**src/rtl/fp_cmp_pkg.sv**
```systemverilog
// Shared exception/op codes and width helper
// for the pipelined FloPoCo comparator.
package fp_cmp_pkg;

  typedef enum logic [1:0] {
    EXN_ZERO = 2'b00,
    EXN_NORM = 2'b01,
    EXN_INF  = 2'b10,
    EXN_NAN  = 2'b11
  } exn_e;

  typedef enum logic [2:0] {
    OP_GT  = 3'd0,
    OP_GE  = 3'd1,
    OP_LT  = 3'd2,
    OP_LE  = 3'd3,
    OP_EQ  = 3'd4,
    OP_NE  = 3'd5,
    OP_MAX = 3'd6,
    OP_MIN = 3'd7
  } op_e;

  function automatic int fp_w(input int we, input int wf);
    return we + wf + 3;
  endfunction

endpackage

```
**src/rtl/fp_compare_pipe_if.sv**
```systemverilog
// Operand-pair / result handshake bundle
// for fp_compare_pipe.
interface fp_compare_pipe_if #(
  parameter int WE    = 11,
  parameter int WF    = 15,
  parameter int TAG_W = 4
) ();
  localparam int W = fp_cmp_pkg::fp_w(WE, WF);

  logic             in_valid;
  logic             in_ready;
  logic [W-1:0]     in_a;
  logic [W-1:0]     in_b;
  logic [2:0]       in_op;
  logic [TAG_W-1:0] in_tag;
  logic             out_valid;
  logic             out_ready;
  logic             out_flag;
  logic             out_unord;
  logic [W-1:0]     out_sel;
  logic [TAG_W-1:0] out_tag;

  modport slave (
    input  in_valid, in_a, in_b, in_op, in_tag,
    input  out_ready,
    output in_ready,
    output out_valid, out_flag, out_unord,
    output out_sel, out_tag
  );

  modport master (
    output in_valid, in_a, in_b, in_op, in_tag,
    output out_ready,
    input  in_ready,
    input  out_valid, out_flag, out_unord,
    input  out_sel, out_tag
  );

endinterface

```
**src/rtl/fp_cmp_core.sv**
```systemverilog
// Combinational classify-and-compare of two
// FloPoCo operands: lt/eq/gt plus unordered.
module fp_cmp_core
  import fp_cmp_pkg::*;
#(
  parameter int WE = 11,
  parameter int WF = 15
) (
  input  logic [WE+WF+2:0] a,
  input  logic [WE+WF+2:0] b,
  output logic             lt,
  output logic             eq,
  output logic             gt,
  output logic             unord
);

  localparam int W = fp_w(WE, WF);
  localparam int M = WE + WF;

  exn_e ea;
  exn_e eb;
  logic neg_a;
  logic neg_b;
  logic mag_eq;
  logic mag_lt;
  logic mag_gt;

  assign ea = exn_e'(a[W-1:W-2]);
  assign eb = exn_e'(b[W-1:W-2]);

  // Zero is unsigned so that +0 == -0.
  always_comb begin
    neg_a  = a[W-3] & (ea != EXN_ZERO);
    neg_b  = b[W-3] & (eb != EXN_ZERO);
    mag_eq = (ea == eb) &
             ((ea != EXN_NORM) |
              (a[M-1:0] == b[M-1:0]));
    mag_lt = (ea < eb) |
             ((ea == EXN_NORM) &
              (eb == EXN_NORM) &
              (a[M-1:0] < b[M-1:0]));
    mag_gt = ~mag_lt & ~mag_eq;
    unord  = (ea == EXN_NAN) | (eb == EXN_NAN);
    lt = 1'b0;
    eq = 1'b0;
    gt = 1'b0;
    if (unord) begin
      lt = 1'b0;
    end else if (neg_a != neg_b) begin
      lt = neg_a;
      gt = neg_b;
    end else begin
      eq = mag_eq;
      lt = neg_a ? mag_gt : mag_lt;
      gt = neg_a ? mag_lt : mag_gt;
    end
  end

endmodule

```
**src/rtl/fp_compare_pipe.sv**
```systemverilog
// Two-stage elastic FP comparator with
// relation select, NaN handling and min/max.
module fp_compare_pipe
  import fp_cmp_pkg::*;
#(
  parameter int WE    = 11,
  parameter int WF    = 15,
  parameter int TAG_W = 4
) (
  input  logic               clk,
  input  logic               rst,
  fp_compare_pipe_if.slave   io
);

  localparam int W = fp_w(WE, WF);

  logic             s1_valid_q, s1_valid_d;
  logic [W-1:0]     s1_a_q, s1_a_d;
  logic [W-1:0]     s1_b_q, s1_b_d;
  op_e              s1_op_q, s1_op_d;
  logic [TAG_W-1:0] s1_tag_q, s1_tag_d;

  logic             s2_valid_q, s2_valid_d;
  logic             s2_flag_q, s2_flag_d;
  logic             s2_unord_q, s2_unord_d;
  logic [W-1:0]     s2_sel_q, s2_sel_d;
  logic [TAG_W-1:0] s2_tag_q, s2_tag_d;

  logic         s2_adv;
  logic         s1_load;
  logic         s2_load;
  logic         lt, eq, gt, unord;
  logic         a_nan, b_nan;
  logic         mm_op;
  logic         flag;
  logic [W-1:0] sel;

  assign s2_adv      = io.out_ready | ~s2_valid_q;
  assign io.in_ready = ~s1_valid_q | s2_adv;
  assign s1_load     = io.in_valid & io.in_ready;
  assign s2_load     = s1_valid_q & s2_adv;

  always_comb begin
    s1_valid_d = s1_valid_q;
    s1_a_d     = s1_a_q;
    s1_b_d     = s1_b_q;
    s1_op_d    = s1_op_q;
    s1_tag_d   = s1_tag_q;
    if (io.in_ready) s1_valid_d = io.in_valid;
    if (s1_load) begin
      s1_a_d   = io.in_a;
      s1_b_d   = io.in_b;
      s1_op_d  = op_e'(io.in_op);
      s1_tag_d = io.in_tag;
    end
  end

  fp_cmp_core #(
    .WE (WE),
    .WF (WF)
  ) u_core (
    .a     (s1_a_q),
    .b     (s1_b_q),
    .lt    (lt),
    .eq    (eq),
    .gt    (gt),
    .unord (unord)
  );

  // Unordered min/max keep A unless only A is NaN.
  always_comb begin
    a_nan = s1_a_q[W-1:W-2] == EXN_NAN;
    b_nan = s1_b_q[W-1:W-2] == EXN_NAN;
    mm_op = (s1_op_q == OP_MAX) | (s1_op_q == OP_MIN);
    flag  = 1'b0;
    case (s1_op_q)
      OP_GT:   flag = gt;
      OP_GE:   flag = gt | eq;
      OP_LT:   flag = lt;
      OP_LE:   flag = lt | eq;
      OP_EQ:   flag = eq;
      OP_NE:   flag = ~eq;
      OP_MAX:  flag = unord ? ~(a_nan & ~b_nan) : ~lt;
      OP_MIN:  flag = unord ? ~(a_nan & ~b_nan) : ~gt;
      default: flag = 1'b0;
    endcase
    sel = (mm_op & ~flag) ? s1_b_q : s1_a_q;
  end

  always_comb begin
    s2_valid_d = s2_adv ? s1_valid_q : s2_valid_q;
    s2_flag_d  = s2_flag_q;
    s2_unord_d = s2_unord_q;
    s2_sel_d   = s2_sel_q;
    s2_tag_d   = s2_tag_q;
    if (s2_load) begin
      s2_flag_d  = flag;
      s2_unord_d = unord;
      s2_sel_d   = sel;
      s2_tag_d   = s1_tag_q;
    end
  end

  always_ff @(posedge clk or negedge rst) begin
    if (!rst) begin
      s1_valid_q <= 1'b0;
      s1_a_q     <= '0;
      s1_b_q     <= '0;
      s1_op_q    <= OP_GT;
      s1_tag_q   <= '0;
      s2_valid_q <= 1'b0;
      s2_flag_q  <= 1'b0;
      s2_unord_q <= 1'b0;
      s2_sel_q   <= '0;
      s2_tag_q   <= '0;
    end else begin
      s1_valid_q <= s1_valid_d;
      s1_a_q     <= s1_a_d;
      s1_b_q     <= s1_b_d;
      s1_op_q    <= s1_op_d;
      s1_tag_q   <= s1_tag_d;
      s2_valid_q <= s2_valid_d;
      s2_flag_q  <= s2_flag_d;
      s2_unord_q <= s2_unord_d;
      s2_sel_q   <= s2_sel_d;
      s2_tag_q   <= s2_tag_d;
    end
  end

  assign io.out_valid = s2_valid_q;
  assign io.out_flag  = s2_flag_q;
  assign io.out_unord = s2_unord_q;
  assign io.out_sel   = s2_sel_q;
  assign io.out_tag   = s2_tag_q;

endmodule

```
**src/flat_wrapper.sv**
```systemverilog
// flat-port wrapper written by rule: the top's interface ports become plain ports
module fp_compare_pipe_flat import fp_cmp_pkg::*;
#(
  parameter int WE    = 11,
  parameter int WF    = 15,
  parameter int TAG_W = 4
)
  (clk, rst, io_in_valid, io_in_a, io_in_b, io_in_op, io_in_tag, io_out_ready, io_in_ready, io_out_valid, io_out_flag, io_out_unord, io_out_sel, io_out_tag);
  fp_compare_pipe_if #(.WE(WE), .WF(WF), .TAG_W(TAG_W)) io_i ();
  input  logic clk;
  input  logic rst;
  input wire logic [$bits(io_i.in_valid)-1:0] io_in_valid;
  input wire logic [$bits(io_i.in_a)-1:0] io_in_a;
  input wire logic [$bits(io_i.in_b)-1:0] io_in_b;
  input wire logic [$bits(io_i.in_op)-1:0] io_in_op;
  input wire logic [$bits(io_i.in_tag)-1:0] io_in_tag;
  input wire logic [$bits(io_i.out_ready)-1:0] io_out_ready;
  output wire logic [$bits(io_i.in_ready)-1:0] io_in_ready;
  output wire logic [$bits(io_i.out_valid)-1:0] io_out_valid;
  output wire logic [$bits(io_i.out_flag)-1:0] io_out_flag;
  output wire logic [$bits(io_i.out_unord)-1:0] io_out_unord;
  output wire logic [$bits(io_i.out_sel)-1:0] io_out_sel;
  output wire logic [$bits(io_i.out_tag)-1:0] io_out_tag;
  assign io_i.in_valid = io_in_valid;
  assign io_i.in_a = io_in_a;
  assign io_i.in_b = io_in_b;
  assign io_i.in_op = io_in_op;
  assign io_i.in_tag = io_in_tag;
  assign io_i.out_ready = io_out_ready;
  assign io_in_ready = io_i.in_ready;
  assign io_out_valid = io_i.out_valid;
  assign io_out_flag = io_i.out_flag;
  assign io_out_unord = io_i.out_unord;
  assign io_out_sel = io_i.out_sel;
  assign io_out_tag = io_i.out_tag;
  fp_compare_pipe #(.WE(WE), .WF(WF), .TAG_W(TAG_W)) u_core (.clk(clk), .rst(rst), .io(io_i));
endmodule
```
**config.mk**
```make
export PLATFORM = sky130hd
export DESIGN_NAME = fp_compare_pipe_flat
export DESIGN_NICKNAME = d
export VERILOG_FILES = /design/src/rtl/fp_cmp_pkg.sv /design/src/rtl/fp_compare_pipe_if.sv /design/src/rtl/fp_cmp_core.sv /design/src/rtl/fp_compare_pipe.sv /design/src/flat_wrapper.sv
export SDC_FILE = /design/constraint.sdc
export NUM_CORES = 1
export LEC_CHECK = 0
export BUFFER_PORTS_ARGS = -buffer_cell sky130_fd_sc_hd__buf_2
export CAP_MARGIN = 20
export CORE_MARGIN = 10
export CORE_UTILIZATION = 50
export CTS_BUF_LIST = sky130_fd_sc_hd__clkbuf_4 sky130_fd_sc_hd__clkbuf_8
export CTS_CLUSTER_SIZE = 10
export DETAILED_ROUTE_END_ITERATION = 7
export PLACE_DENSITY = 0.73
export SETUP_SLACK_MARGIN = 0.4
export SKIP_CTS_REPAIR_TIMING = 1
export SYNTH_ARGS = -nofsm -noshare
export SYNTH_HDL_FRONTEND = slang
export SYNTH_HIERARCHICAL = 1
export SYNTH_SLANG_ARGS = --single-unit
```
**constraint.sdc**
```tcl
create_clock -name clk -period 8.3 [get_ports clk]
set_input_delay 0.415 -clock clk [delete_from_list [all_inputs] [get_ports clk]]
set_output_delay 0.415 -clock clk [all_outputs]
set_load 0.01 [all_outputs]
```
Word level (Yosys, flattened, before mapping)
Cells that the tools add are included.
{"block": "totals", "reg_bits": 102, "input_bits": 69, "output_inout_bits": 37}
{"block": "op_classes", "order_cmp": 2, "n_eq_ne": 15, "n_mux": 12, "bitwise": 28, "reduce_logical": 3}
{"op": "$mux W29", "n": 1}
{"op": "$eq A26 B26 Y1", "n": 1}
{"op": "$lt A26 B26 Y1", "n": 1}
{"op": "$eq A3 B3 Y1 const B", "n": 4}
{"op": "$and A1 B1 Y1", "n": 10}
{"op": "$mux W1", "n": 10}
{"op": "$not A1 Y1", "n": 10}
{"op": "$or A1 B1 Y1", "n": 8}
{"op": "$pmux W1 S8", "n": 1}
{"op": "$eq A3 B2 Y1 const B", "n": 2}
{"op": "$eq A2 B1 Y1 const B", "n": 2}
{"op": "$eq A2 B2 Y1 const B", "n": 2}
{"op": "$reduce_bool A2 Y1", "n": 2}
{"op": "$eq A3 B1 Y1 const B", "n": 1}
{"op": "$logic_not A3 Y1", "n": 1}
{"op": "$eq A2 B2 Y1", "n": 1}
{"op": "$lt A2 B2 Y1", "n": 1}
{"op": "$ne A2 B1 Y1 const B", "n": 1}
{"op": "$ne A1 B1 Y1", "n": 1}

Longest topological paths before layout
{"block": "logic_depth", "ltp_word": 15, "ltp_mapped": 14, "ltp_nobuf": 12}

Cells and area by module
Netlist, hierarchy kept.
{"module": "fp_compare_pipe", "instances": 1, "cells_per_inst": 338, "area_each_um2": 4275.4, "seq_area_each_um2": 2552.4}
{"module": "fp_cmp_core", "instances": 1, "cells_per_inst": 118, "area_each_um2": 885.8, "seq_area_each_um2": 0.0}

Least setup slack after synthesis
OpenSTA, ideal clock, no wires.
{"block": "synth_timing", "kind": "flip-flop to flip-flop", "start": "register u_core.s1_a_q[5]", "end": "register u_core.s2_sel_q[18] (netlist: u_core/io.out_sel[18])", "setup_ns": 0.141, "t_arrival_ns": 2.696, "required_time_ns": 8.159, "slack_ns": 5.463, "path_stages_with_launch": 14, "path_buffers": 2, "synth_period_minus_slack_ns": 2.837, "cell_sequence": "dfrtp_1 -> ha_1 -> a21oi_2 -> o21ai_2 -> a2111oi_4 -> o211ai_2 -> o21a_4 -> a221oi_2 -> mux2i_1 -> or3_4 -> buf_6 -> buf_6 -> nand3_2 -> a31oi_1"}
{"block": "synth_between", "elab_chain_cells": 14}
{"element": "from (decl)", "line": "fp_compare_pipe.sv:18", "source": "logic [W-1:0] s1_a_q, s1_a_d;"}
{"element": "from (signal assigned)", "line": "fp_compare_pipe.sv:107", "source": "s1_a_q <= '0;"}
{"element": "from (signal assigned)", "line": "fp_compare_pipe.sv:118", "source": "s1_a_q <= s1_a_d;"}
{"element": "$lt A26 B26 Y1 / $eq A26 B26 Y1 (equally long branches)", "line": "fp_cmp_core.sv:41, fp_cmp_core.sv:37"}
{"element": "$and A1 B1 Y1 / $or A1 B1 Y1 (equally long branches)", "line": "fp_cmp_core.sv:40, fp_cmp_core.sv:36"}
{"element": "$or A1 B1 Y1 / $and A1 B1 Y1 (equally long branches)", "line": "fp_cmp_core.sv:38, fp_cmp_core.sv:35"}
{"element": "$not A1 Y1", "line": "fp_cmp_core.sv:42", "source": "mag_gt = ~mag_lt & ~mag_eq;"}
{"element": "$and A1 B1 Y1", "line": "fp_cmp_core.sv:42"}
{"element": "$mux W1 (*)", "line": "fp_cmp_core.sv:55", "source": "gt = neg_a ? mag_lt : mag_gt;"}
{"element": "$mux W1 (*)", "line": "fp_cmp_core.sv:49", "source": "end else if (neg_a != neg_b) begin"}
{"element": "$mux W1 (*)", "line": "fp_cmp_core.sv:47", "source": "if (unord) begin"}
{"element": "via u_core.gt", "line": "fp_compare_pipe.sv:32", "source": "logic lt, eq, gt, unord;"}
{"element": "$not A1 Y1", "line": "fp_compare_pipe.sv:84", "source": "OP_MIN: flag = unord ? ~(a_nan & ~b_nan) : ~gt;"}
{"element": "$mux W1", "line": "fp_compare_pipe.sv:84"}
{"element": "$pmux W1 S8 (*)", "line": "fp_compare_pipe.sv:76", "source": "case (s1_op_q)"}
{"element": "$not A1 Y1 (*)", "line": "fp_compare_pipe.sv:87", "source": "sel = (mm_op & ~flag) ? s1_b_q : s1_a_q;"}
{"element": "$and A1 B1 Y1 (*)", "line": "fp_compare_pipe.sv:87"}
{"element": "$mux W29 (*)", "line": "fp_compare_pipe.sv:87"}
{"element": "to (signal assigned)", "line": "fp_compare_pipe.sv:125", "source": "s2_sel_q <= s2_sel_d;"}
{"element": "to (decl)", "line": "fp_compare_pipe.sv:26", "source": "logic [W-1:0] s2_sel_q, s2_sel_d;"}
Mark *: on every way through the listed nets, which the timed path passes. The rest lies on a longest branch.
A chain may end at the register's enable or synchronous reset.

Final worst setup path
{"block": "layout_timing", "start": "register u_core.s1_a_q[5]", "end": "register u_core.s2_sel_q[14] (netlist: u_core/io.out_sel[14])"}
{"block": "layout_between", "elab_chain_cells": 14}
{"element": "$lt A26 B26 Y1 / $eq A26 B26 Y1 (equally long branches)", "line": "fp_cmp_core.sv:41, fp_cmp_core.sv:37"}
{"element": "$and A1 B1 Y1 / $or A1 B1 Y1 (equally long branches)", "line": "fp_cmp_core.sv:40, fp_cmp_core.sv:36"}
{"element": "$or A1 B1 Y1 / $and A1 B1 Y1 (equally long branches)", "line": "fp_cmp_core.sv:38, fp_cmp_core.sv:35"}
{"element": "$not A1 Y1", "line": "fp_cmp_core.sv:42"}
{"element": "$and A1 B1 Y1", "line": "fp_cmp_core.sv:42"}
{"element": "$mux W1 (*)", "line": "fp_cmp_core.sv:54", "source": "lt = neg_a ? mag_gt : mag_lt;"}
{"element": "$mux W1 (*)", "line": "fp_cmp_core.sv:49"}
{"element": "$mux W1 (*)", "line": "fp_cmp_core.sv:47"}
{"element": "via u_core.lt", "line": "fp_compare_pipe.sv:32"}
{"element": "$not A1 Y1", "line": "fp_compare_pipe.sv:83", "source": "OP_MAX: flag = unord ? ~(a_nan & ~b_nan) : ~lt;"}
{"element": "$mux W1", "line": "fp_compare_pipe.sv:83"}
{"element": "$pmux W1 S8 (*)", "line": "fp_compare_pipe.sv:76"}
{"element": "$not A1 Y1 (*)", "line": "fp_compare_pipe.sv:87"}
{"element": "$and A1 B1 Y1 (*)", "line": "fp_compare_pipe.sv:87"}
{"element": "$mux W29 (*)", "line": "fp_compare_pipe.sv:87"}
Marks and branches as above.

==> results.cfg <==
[outcome]
status = complete, no violations

[synth]
ys_types = 48
synthesis.nets = 553
yosysWarnings = 6
syn_area_mm2 = 0.005161
postSynthCellCount = 456
syn_avg_cell_area_um2 = 11.32
ys_seq_elements = 102
ys_seq_area_frac = 0.4945

[die]
io_pins = 106
die_y_um = 121.6
core-area_mm2 = 0.01018
initial_core_util = 0.5068
fp.dieW_um = 121.6
dieArea_mm2 = 0.01479
rows = 37

[clocking]
cts_tree = yes
root_buffer = clkbuf_8
clk_latency_ps = 390
cts_made_buffers = 9
clkTransAtPathRegs_ps = 90
cts_htree_levels = 3
cts_buffer_depth = 2
clock-sinks = 102

[place]
port_buffers = 105
dp_hpwl_um = 8614
gp_congestion = 0.8257

[timing]
fin_setup_tns_ps = 0
period_minus_slack_ps = 3287
clock_skew_ps = 13.03
max_clock_freq_mhz = 304.2
rsz0062_at_grt = false
slew_headroom = 0.3048
setup_violations = 0
hold_viol = 0
worstMarginPinSlew_ps = 1039
maxSlewViolCount = 0
timing.final.crit_share = 0.3961

[pwr]
peakVddDrop_v = 0.0001565
clock_power_share = 0.233
leakage_nw = 2.775
p_sw_mw = 0.4503
netSwitchingFraction = 0.3248
p_comb_frac = 0.289
powerDensity_mw_per_mm2 = 231.8
p_int_mw = 0.9359
power.share.sequential = 0.478

[cells_and_area]
drive_above_1_share = 0.4011
nNetsFinal = 648
n_antenna_cell = 0
final_common_cell = buf_2
fillers = 881
syn2layout_area_growth_pct = 15.88
mostFrequentLayoutCells = 104 x buf_2, 102 x dfrtp_1, 70 x mux2_2
final_core_util = 0.5872

[drt]
num_vias = 3840
drt_pass1_iterations = 4
wire_per_inst_um = 17.50
drtIter0Drc = 232
remaining_drc_errors = 0
wl_um = 12110
detail_route.vias_per_cell = 5.549
detail-route-antenna-nets = 0

[global_routing]
grt_max_degree = 66
grt_pass1_vias = 3976
antenna_found_initial = 0
grt_pass1_wl_um = 19780
gr-usage-all-layers = 0.1675
grt_overflow = 0

[critical_path]
path_max_fanout = 17
cp.arrival_ps = 3600
crit_required_ps = 8610
end_kind = flip-flop
critPathKind = reg -> reg
cp-start-kind = flip-flop

[worst_hold_path]
hold_class = in -> async

[job]
maxCapViolations = 0
-- power by group through the flow --
| stage | Combinational, mW | Sequential (mW) | Clock, mW |
|---|---|---|---|
| after floorplan | 0.252 | 0.674 | 0 |
| after global placement | 0.388 | 0.667 | 0 |
| after detailed placement | 0.404 | 0.672 | 0 |
| after CTS | 0.406 | 0.662 | 0.335 |
| after global routing | 0.447 | 0.676 | 0.357 |
| final | 0.401 | 0.662 | 0.323 |
-- cells by family after synthesis --
logic type / after synthesis / share of synthesized area
and+or+nand+nor: 103 / 0.1103
muxes: 71 / 0.1547
DFF: 102 / 0.4945
AOI/OAI and AO/OA: 93 / 0.1195
xor gates and xnor gates: 2 / 0.003395
adders and majority gates: 28 / 0.06788
buffers and inverters: 57 / 0.04970
-- state kept, by name, summed over array words and instances, names as in the netlist --
name                 count
u_core/s1_a_q           29
u_core/s1_b_q           29
u_core/s1_tag_q          4
u_core/io.out_sel       29
u_core/io.out_valid      1
u_core/s1_op_q           3
u_core/io.out_flag       1
u_core/io.out_tag        4
u_core/io.out_unord      1
u_core/s1_valid_q        1
-- Yosys cell counts (all sizes together) --
cell	n	area (um^2)
a2111oi	1	27.53
a211oi	4	52.55
a21oi	11	62.56
a221oi	2	23.77
a22o	1	8.760
a2bb2oi	1	8.760
a31oi	30	187.7
and2	2	12.51
and4	1	8.760
buf	18	108.9
clkbuf	8	31.28
dfrtp	102	2552
ha	28	350.3
inv	31	116.4
mux2	70	788.3
mux2i	1	10.01
nand2	12	45.04
nand2b	4	25.02
nand3	30	200.2
nand3b	1	7.510
nand4	7	50.05
nor2	34	127.6
nor2b	3	18.77
nor3	4	30.03
nor4	2	18.77
o211ai	1	12.51
o21a	3	30.02
o21ai	38	193.9
o22a	1	8.760
or2b	1	7.510
or3	2	17.52
xor2	2	17.52
-- final cells by class --
cell class / count / area (um^2) / share of cell area
Sequential cell: 102 / 2552 / 0.4268
Multi-Input combinational cell: 297 / 2369 / 0.3960
Timing Repair Buffer: 110 / 569.3 / 0.09519
Tap cell: 136 / 170.2 / 0.02845
Clock buffer: 12 / 158.9 / 0.02657
Inverter: 31 / 116.4 / 0.01946
Clock inverter: 4 / 45.04 / 0.007531
-- per-stage QoR --
stage	cell area, um^2	instances	hold slack (ps)	setup WS, ps	power [mW]
finish	5981	692	43.82	5013	1.386
global route	5981	692	88.25	4642	1.481
CTS	5969	691	50.73	4697	1.404
detailed placement	5766	675	478.0	4748	1.076
global placement	5766	675	461.8	4871	1.055
floorplan	5161	456	119.4	5463	0.9260
-- worst paths after layout --
| path | from | to | slack, ps | cells past startpoint |
|---|---|---|---|---|
| min reg2reg | u_core/s1_valid_q | u_core/io.out_valid | 500 | 1 |
| min in group clk | io_in_b[26] | u_core/s1_b_q[26] | 240 | 2 |
| max reg2reg | u_core/s1_a_q[5] | u_core/io.out_sel[14] | 5010 | 12 |
| min | rst | u_core/s1_valid_q | 40 | 1 |
| max | u_core/s1_a_q[5] | u_core/io.out_sel[14] | 5010 | 12 |
| max in group asynchronous | rst | u_core/s1_a_q[10] | 7180 | 2 |
-- layer usage --
| metal | part of all wire | GRT usage |
|---|---|---|
| met5 | 0 | 0 |
| met4 | 0.013 | 0.04694 |
| met3 | 0.059 | 0.05920 |
| met2 | 0.49 | 0.2825 |
| met1 | 0.43 | 0.1983 |
-- critical path: stages, from the launching register on --
cell	delay, ps
dfrtp_1	420
ha_1	350
nand4_1	160
a211oi_2	370
a2111oi_4	100
o211ai_2	230
a21oi_1	110
a211oi_2	260
mux2i_1	180
nor3_4	450
buf_6	250
o21ai_0	110
a31oi_1	210
Power figures use the tool's default switching activity.
